===== config.mk =====
export PLATFORM = sky130hd
export DESIGN_NAME = bit_serializer_flat
export DESIGN_NICKNAME = d
export VERILOG_FILES = /design/src/rtl/bit_serializer_if.sv /design/src/rtl/bit_serializer.sv /design/src/flat_wrapper.sv
export SDC_FILE = /design/constraint.sdc
export NUM_CORES = 1
export LEC_CHECK = 0
export ABC_AREA = 1
export CELL_PAD_IN_SITES_DETAIL_PLACEMENT = 1
export CELL_PAD_IN_SITES_GLOBAL_PLACEMENT = 2
export CORE_ASPECT_RATIO = 1.25
export CORE_MARGIN = 2
export CORE_UTILIZATION = 27
export DETAILED_ROUTE_END_ITERATION = 6
export GPL_TIMING_DRIVEN = 0
export PLACE_DENSITY = 0.76
export SETUP_SLACK_MARGIN = 0.02
export SYNTH_ARGS = -nofsm -noshare
export SYNTH_HDL_FRONTEND = slang
export SYNTH_SLANG_ARGS = --single-unit
export TNS_END_PERCENT = 10

===== constraint.sdc =====
create_clock -name clk -period 1.4 [get_ports clk]
set_input_delay 0.35 -clock clk [delete_from_list [all_inputs] [get_ports clk]]
set_output_delay 0.35 -clock clk [all_outputs]
set_load 0.01 [all_outputs]

===== src/rtl/bit_serializer_if.sv =====
// Parallel-in / serial-out handshake bundle for bit_serializer.
// master: the producer side (drives data_in/data_valid, observes the rest).
// slave : the serializer itself.
interface bit_serializer_if #(
  parameter int WIDTH = 8
);
  logic [WIDTH-1:0] data_in;
  logic             data_valid;
  logic             data_ready;
  logic             ser_out;
  logic             ser_valid;
  logic             word_done;

  modport master (
    output data_in,
    output data_valid,
    input  data_ready,
    input  ser_out,
    input  ser_valid,
    input  word_done
  );

  modport slave (
    input  data_in,
    input  data_valid,
    output data_ready,
    output ser_out,
    output ser_valid,
    output word_done
  );
endinterface


===== src/rtl/bit_serializer.sv =====
// bit_serializer: converts WIDTH-bit words into a contiguous serial bit stream.
// A one-word hold buffer lets the producer hand over the next word while the
// current one is still shifting, so back-to-back words leave no gap cycle.
// Optional build macro SERIALIZER_LSB_FIRST_EN: emit LSB first instead of MSB
// first; handshake and timing are identical in both builds.
// clr is a synchronous active-high reset and blocks any accept on its edge.
module bit_serializer #(
  parameter int WIDTH = 8
) (
  input  logic             clk,
  input  logic             clr,
  bit_serializer_if.slave  bus
);

  localparam int            CW       = $clog2(WIDTH);
  localparam logic [CW-1:0] LAST_IDX = CW'(WIDTH - 32'sd1);
  localparam logic [CW-1:0] CNT_ONE  = CW'(1'b1);

  typedef enum logic [0:0] {
    IDLE  = 1'b0,
    SHIFT = 1'b1
  } state_t;

  state_t           state_r, state_nxt_s;
  logic [WIDTH-1:0] shift_r, shift_nxt_s;
  logic [WIDTH-1:0] hold_r, hold_nxt_s;
  logic             hold_full_r, hold_full_nxt_s;
  logic [CW-1:0]    cnt_r, cnt_nxt_s;
  logic             ser_out_r, ser_valid_r, word_done_r;
  logic             ser_out_nxt_s, ser_valid_nxt_s, word_done_nxt_s;
  logic             accept_s;
  logic [WIDTH-1:0] shifted_s;
  logic             next_bit_s;

  // Ready depends only on registered state; clr suppresses any accept.
  assign bus.data_ready = ~hold_full_r;
  assign accept_s       = bus.data_valid & ~hold_full_r & ~clr;

`ifdef SERIALIZER_LSB_FIRST_EN
  assign shifted_s  = {1'b0, shift_r[WIDTH-1:1]};
  assign next_bit_s = shift_nxt_s[0];
`else
  assign shifted_s  = {shift_r[WIDTH-2:0], 1'b0};
  assign next_bit_s = shift_nxt_s[WIDTH-1];
`endif

  // Next-state, datapath and output decode for the IDLE/SHIFT machine.
  always_comb begin
    state_nxt_s     = state_r;
    shift_nxt_s     = shift_r;
    hold_nxt_s      = hold_r;
    hold_full_nxt_s = hold_full_r;
    cnt_nxt_s       = cnt_r;
    case (state_r)
      IDLE: begin
        if (accept_s) begin
          shift_nxt_s = bus.data_in;
          cnt_nxt_s   = {CW{1'b0}};
          state_nxt_s = SHIFT;
        end else begin
          state_nxt_s = IDLE;
        end
      end
      SHIFT: begin
        if (cnt_r == LAST_IDX) begin
          cnt_nxt_s = {CW{1'b0}};
          // A held word wins; ready is low this cycle so accept_s is 0 then.
          if (hold_full_r) begin
            shift_nxt_s     = hold_r;
            hold_full_nxt_s = 1'b0;
          end else if (accept_s) begin
            shift_nxt_s = bus.data_in;
          end else begin
            shift_nxt_s = {WIDTH{1'b0}};
            state_nxt_s = IDLE;
          end
        end else begin
          shift_nxt_s = shifted_s;
          cnt_nxt_s   = cnt_r + CNT_ONE;
          if (accept_s) begin
            hold_nxt_s      = bus.data_in;
            hold_full_nxt_s = 1'b1;
          end else begin
            hold_full_nxt_s = hold_full_r;
          end
        end
      end
      default: begin
        state_nxt_s     = IDLE;
        shift_nxt_s     = {WIDTH{1'b0}};
        hold_full_nxt_s = 1'b0;
        cnt_nxt_s       = {CW{1'b0}};
      end
    endcase

    // Outputs are precomputed so they can be driven straight from flops.
    ser_valid_nxt_s = (state_nxt_s == SHIFT);
    ser_out_nxt_s   = ser_valid_nxt_s & next_bit_s;
    word_done_nxt_s = ser_valid_nxt_s & (cnt_nxt_s == LAST_IDX);
  end

  // FSM state register.
  always_ff @(posedge clk) begin
    if (clr) begin
      state_r <= IDLE;
    end else begin
      state_r <= state_nxt_s;
    end
  end

  // Datapath and output registers; clr discards anything in flight or held.
  always_ff @(posedge clk) begin
    if (clr) begin
      shift_r     <= {WIDTH{1'b0}};
      hold_r      <= {WIDTH{1'b0}};
      hold_full_r <= 1'b0;
      cnt_r       <= {CW{1'b0}};
      ser_out_r   <= 1'b0;
      ser_valid_r <= 1'b0;
      word_done_r <= 1'b0;
    end else begin
      shift_r     <= shift_nxt_s;
      hold_r      <= hold_nxt_s;
      hold_full_r <= hold_full_nxt_s;
      cnt_r       <= cnt_nxt_s;
      ser_out_r   <= ser_out_nxt_s;
      ser_valid_r <= ser_valid_nxt_s;
      word_done_r <= word_done_nxt_s;
    end
  end

  assign bus.ser_out   = ser_out_r;
  assign bus.ser_valid = ser_valid_r;
  assign bus.word_done = word_done_r;

endmodule


===== src/flat_wrapper.sv =====
// flat-port wrapper written by rule: the top's interface ports become plain ports
module bit_serializer_flat 
#(
  parameter int WIDTH = 8
)
  (clk, clr, bus_data_in, bus_data_valid, bus_data_ready, bus_ser_out, bus_ser_valid, bus_word_done);
  bit_serializer_if #(.WIDTH(WIDTH)) bus_i ();
  input  logic clk;
  input  logic clr;
  input wire logic [$bits(bus_i.data_in)-1:0] bus_data_in;
  input wire logic [$bits(bus_i.data_valid)-1:0] bus_data_valid;
  output wire logic [$bits(bus_i.data_ready)-1:0] bus_data_ready;
  output wire logic [$bits(bus_i.ser_out)-1:0] bus_ser_out;
  output wire logic [$bits(bus_i.ser_valid)-1:0] bus_ser_valid;
  output wire logic [$bits(bus_i.word_done)-1:0] bus_word_done;
  assign bus_i.data_in = bus_data_in;
  assign bus_i.data_valid = bus_data_valid;
  assign bus_data_ready = bus_i.data_ready;
  assign bus_ser_out = bus_i.ser_out;
  assign bus_ser_valid = bus_i.ser_valid;
  assign bus_word_done = bus_i.word_done;
  bit_serializer #(.WIDTH(WIDTH)) u_core (.clk(clk), .clr(clr), .bus(bus_i));
endmodule

After elaboration in Yosys (flattened, before gate mapping)
Index checks and enable logic that the tools add are counted.
{"block": "op_classes", "n_eq_ne": 3, "reduce_logical": 3, "n_mux": 14, "add_sub_neg": 1, "bitwise": 8}
{"op": "2-to-1 mux 8 bit", "n": 4}
{"op": "case mux 8 bit (2 select lines)", "n": 1}
{"op": "equality test 3 bit, second input constant", "n": 2}
{"op": "2-to-1 mux 3 bit", "n": 2}
{"op": "case mux 3 bit (2 select lines)", "n": 1}
{"op": "2-to-1 mux 1 bit", "n": 5}
{"op": "bitwise AND 1 bit", "n": 4}
{"op": "NOT 1 bit", "n": 4}
{"op": "adder 3 x 1 -> 3 bit, second input constant", "n": 1}
{"op": "AND reduction 3 bit", "n": 1}
{"op": "inequality test 2 x 1 -> 1 bit, second input constant", "n": 1}
{"op": "case mux 1 bit (2 select lines)", "n": 1}
{"op": "AND reduction 2 bit", "n": 1}
{"op": "nonzero test 2 bit", "n": 1}
{"block": "totals", "wordCells": 37, "ff_bits": 23, "output_inout_bits": 4, "input_bits": 11}

Longest topological paths before layout
{"block": "depth", "depth_word": 8, "mapped_depth": 10, "ltp_nobuf": 9}

Worst setup path after synthesis
No wires, ideal clock.
{"block": "synth_path", "path_kind": "reg2reg", "from": "reg u_core.cnt_r[0]", "to": "reg u_core.shift_r[6]", "t_required_ps": 1291, "setup_time_ps": 109, "n_path_buf": 1, "path_slack_ps": 25, "t_arrival_ps": 1266, "synth_period_minus_slack_ps": 1375, "path_stages_with_launch": 10, "cell_sequence": "dfxtp_1 ha_1 ha_1 inv_1 nand2_4 buf_6 nand4_1 nand3_1 nand2_1 inv_1"}
{"block": "synth_between", "elab_chain_cells": 3}
{"item": "start: declaration", "line_no": "bit_serializer.sv:28", "text": "logic [CW-1:0] cnt_r, cnt_nxt_s;"}
{"item": "start signal: assignment", "line_no": "bit_serializer.sv:117", "text": "cnt_r <= {CW{1'b0}};"}
{"item": "start signal: assignment", "line_no": "bit_serializer.sv:125", "text": "cnt_r <= cnt_nxt_s;"}
{"item": "equality test 3 bit", "line_no": "bit_serializer.sv:65", "text": "if (cnt_r == LAST_IDX) begin"}
{"item": "2-to-1 mux 8 bit", "line_no": "bit_serializer.sv:65"}
{"item": "case mux 8 bit (2 select lines)", "line_no": "bit_serializer.sv:54", "text": "case (state_r)"}
{"item": "end signal: assignment", "line_no": "bit_serializer.sv:114", "text": "shift_r <= {WIDTH{1'b0}};"}
{"item": "end signal: assignment", "line_no": "bit_serializer.sv:122", "text": "shift_r <= shift_nxt_s;"}
{"item": "end: declaration", "line_no": "bit_serializer.sv:25", "text": "logic [WIDTH-1:0] shift_r, shift_nxt_s;"}
Every way passes these cells.
A chain may end at the register's enable or synchronous reset.

Final worst setup path
{"block": "layout_path", "from": "reg u_core.cnt_r[0]", "to": "reg u_core.hold_r[1]"}
{"block": "layout_between", "elab_chain_cells": 3}
{"item": "equality test 3 bit", "line_no": "bit_serializer.sv:65"}
{"item": "NOT 1 bit (no line)"}
{"item": "AND reduction 3 bit (no line)"}
{"item": "end signal: assignment", "line_no": "bit_serializer.sv:115", "text": "hold_r <= {WIDTH{1'b0}};"}
{"item": "end signal: assignment", "line_no": "bit_serializer.sv:123", "text": "hold_r <= hold_nxt_s;"}
{"item": "end: declaration", "line_no": "bit_serializer.sv:26", "text": "logic [WIDTH-1:0] hold_r, hold_nxt_s;"}
Every way passes these cells.

==> run_results.csv <==
group,metric,value,unit
placement,io_buffer_count,13,
timing,max_slew_margin,81.1,%
floorplan,die_h,77.7,um
critical_path,worstSetupPathType,"reg -> reg",
layout,postLayoutCellArea,1590,sq um
placement,dpl-instance-area,1370,sq um
synthesis,synth_compound_area_share,7.04,%
critical_path,cp-end-kind,"register",
min_path,min_from,"clr",
min_path,whs_path_depth,2,
floorplan,core,4130,sq um
critical_path,worstSetupStartpointType,"register",
synthesis,netlist_instances,169,
synthesis,yosys.area_share.simple,40.7,%
synthesis,syn-num-nets,182,
timing,hold-worst-slack,284,ps
route,first_pass_iters,4,
synthesis,synthXorXnorAreaFrac,0,%
clock_tree,cts_htree_levels,1,
synthesis,ys_async_sr_fraction,0,%
grt,grt_pass1_vias,1188,
timing,fin_setup_tns,-10.7,ps
timing,hold_viol,0,
clock_tree,clock_latency,270,ps
route,vias_per_cell,4.47,
floorplan,die_area,4890,sq um
timing,tightest_slew,283,ps
timing,setup_violations,1,
clock_tree,cts_buffer_depth,2,
critical_path,worstReg2RegStart,"u_core.cnt_r[0]",
timing,max_clock_freq,709,MHz
route,drc,0,
route,vias,1122,
layout,insertedDiodeCount,0,
placement,gp_congestion,0.728,
layout,final_cells,251,
timing,slew_viol_final,0,
pwr,power_density,912,nW/um^2
grt,grt_max_degree,13,
synthesis,synth_top_family_by_area,"simple AND/OR/NAND/NOR gates",
synthesis,ys_ff_latch,23,
timing,rsz0062_at_grt,"yes",
critical_path,cp.arrival,1620,ps
critical_path,rr_endpoint,"u_core.hold_r[1]",
synthesis,synth_mux_area_share,0,%
placement,place_inst,238,
timing,fin_skew,4.07,ps
synthesis,ys.flop_type,"dfxtp_1",
synthesis,synthAdderAreaFrac,2.13,%
min_path,hold_path.class,"in -> reg",
grt,antenna_found_initial,0,
placement,dp_hpwl,2.28,mm
critical_path,crit_path_max_fanout,6,
synthesis,synth-edff-count,0,
pwr,total_leakage_power,0.704,nW
clock_tree,clk_pin_slew_worst_paths,90,ps
clock_tree,root_buffer,"clkbuf_8",
clock_tree,numCtsBuffers,3,
critical_path,critPathRequiredTime,1610,ps
critical_path,rrSetupSlack,-10,ps
layout,layout-drive-gt1-share,22.6,%
grt,globalRouteTotalUtil,14.6,%
layout,area_delta_synth_final,35.8,%
route,first_iter_violations,22,
floorplan,die_x,62.9,um
synthesis,ys_warn_count,0,
synthesis,post_synth_num_cell_types,23,
synthesis,ys_top_cells_by_area,"dfxtp_1 (39%), nor2_1 (11%), nand3_1 (11%)",
min_path,hold_path_end,"u_core.hold_r[0]",
layout,final_nets,209,
synthesis,yosys.area.top_type,"dfxtp_1",
outcome,outcome,"finished, violations left",
synthesis,ys_seq_area_share,39.3,%
grt,overflow,0,
pwr,vdd_ir_drop_max,0.397,mV
synthesis,synth.avg_cell_area,6.94,sq um
clock_tree,postCtsHoldBufs,0,
placement,place_ws,-385,ps
layout,finalCoreUtilization,38.5,%
route,routed_wl,3.36,mm
timing,fin_ws,-10.7,ps
route,wire_per_inst,13.4,um
route,ant_nets,0,
clock_tree,cts_sinks,23,
floorplan,fp-row-count,26,
synthesis,yosysMostFrequentCell,"nor2_1",
floorplan,start_util,28.4,%
timing,period_needed,1410,ps
synthesis,synth_common_cells,"nor2_1 (35), nand2_1 (29), nand3_1 (25)",
pwr,p_total,1.45,mW
synthesis,netlist_area,1170,sq um
timing,fin_crit_sh,101,%
clock_tree,cts_tree,"yes",
floorplan,ios,15,
synthesis,yosys.area.top_type_share,39.3,%
grt,grt_pass1_wl,5.56,mm
outcome,violations,"setup timing",
run,cap_violations,0,
critical_path,reg2regPathDepth,8,
-- worst max-delay path, stage by stage (launching register included) --
cell and delay, ps:
dfxtp_4 360, ha_4 160, ha_4 180, inv_4 80
nand2_8 80, nor2_8 170, buf_6 130, o21ai_0 70
nor2_1 110
-- sequential cells by signal (all words and copies together), names as in the netlist --
signal                cells
u_core.bus.ser_out        1
u_core.hold_full_r        1
u_core.cnt_r              3
u_core.state_r            1
u_core.hold_r             8
u_core.bus.word_done      1
u_core.shift_r            8
-- cell families after synthesis --
family	Yosys count
AO/OA/AOI/OAI	16
buffers and inverters	26
AND/OR/NAND/NOR	102
adder cells (fa/ha/maj)	2
flip-flops	23
-- how the worst max path moves through the flow --
stage	from	to	slack, ps	cells after the start
2_1_floorplan	u_core.cnt_r[0]	u_core.shift_r[6]	20	9
3_3_place_gp	bus_data_valid	u_core.shift_r[1]	-370	7
3_5_place_dp	bus_data_valid	u_core.shift_r[2]	-380	7
5_1_grt	u_core.cnt_r[0]	u_core.hold_r[1]	-120	8
4_1_cts	u_core.hold_full_r	bus_data_ready	20	2
6_report	u_core.cnt_r[0]	u_core.hold_r[1]	-10	8
-- placed cells by master (no fill, tap or decap), types with 2 or more instances in the layout --
cell type,Yosys,routed
a21oi_1,7,6
buf_2,2,2
buf_4,1,6
buf_6,3,5
clkbuf_8,0,3
clkdlybuf4s50_1,0,8
dfxtp_1,23,19
dfxtp_4,0,3
dlygate4sd2_1,0,4
ha_4,0,2
inv_1,18,17
inv_4,0,2
nand2_1,29,28
nand2_2,1,2
nand3_1,25,25
nor2_1,35,31
nor2_2,5,8
nor2_4,1,2
o21ai_0,7,4
o21ai_1,1,3
-- report_power, final --
part / switching, mW / internal (mW)
combinational: 0.161 / 0.136
clock: 0.229 / 0.204
sequential: 0.0299 / 0.691
-- layer usage --
metal | up-vias | share of wire [%] | GRT usage, % | wire (um)
li1 | 584 | - | - | -
met1 | 521 | 45 | 17.9 | 1520
met2 | 12 | 51 | 25.4 | 1710
met3 | 5 | 2.2 | 1.88 | 73
met4 | 0 | 1.8 | 6.00 | 59
met5 | - | 0 | 0 | 0
-- final cells by class --
type | count | area (sq um)
flip-flops and latches | 23 | 473
plain buffers | 6 | 55.1
clock buffers | 4 | 45.0
multi-input cells | 120 | 643
fillers | 541 | 2540
well taps | 56 | 70.1
inverters | 20 | 81.3
repair buffers | 22 | 224
-- what timing repair did --
item	CTS	global route
pin swaps	3	8
cloned	0	1
buffers inserted	5	3
resized for setup	17	18
endpoints found under the setup margin	23	17
(Power assumes the default switching activity.)
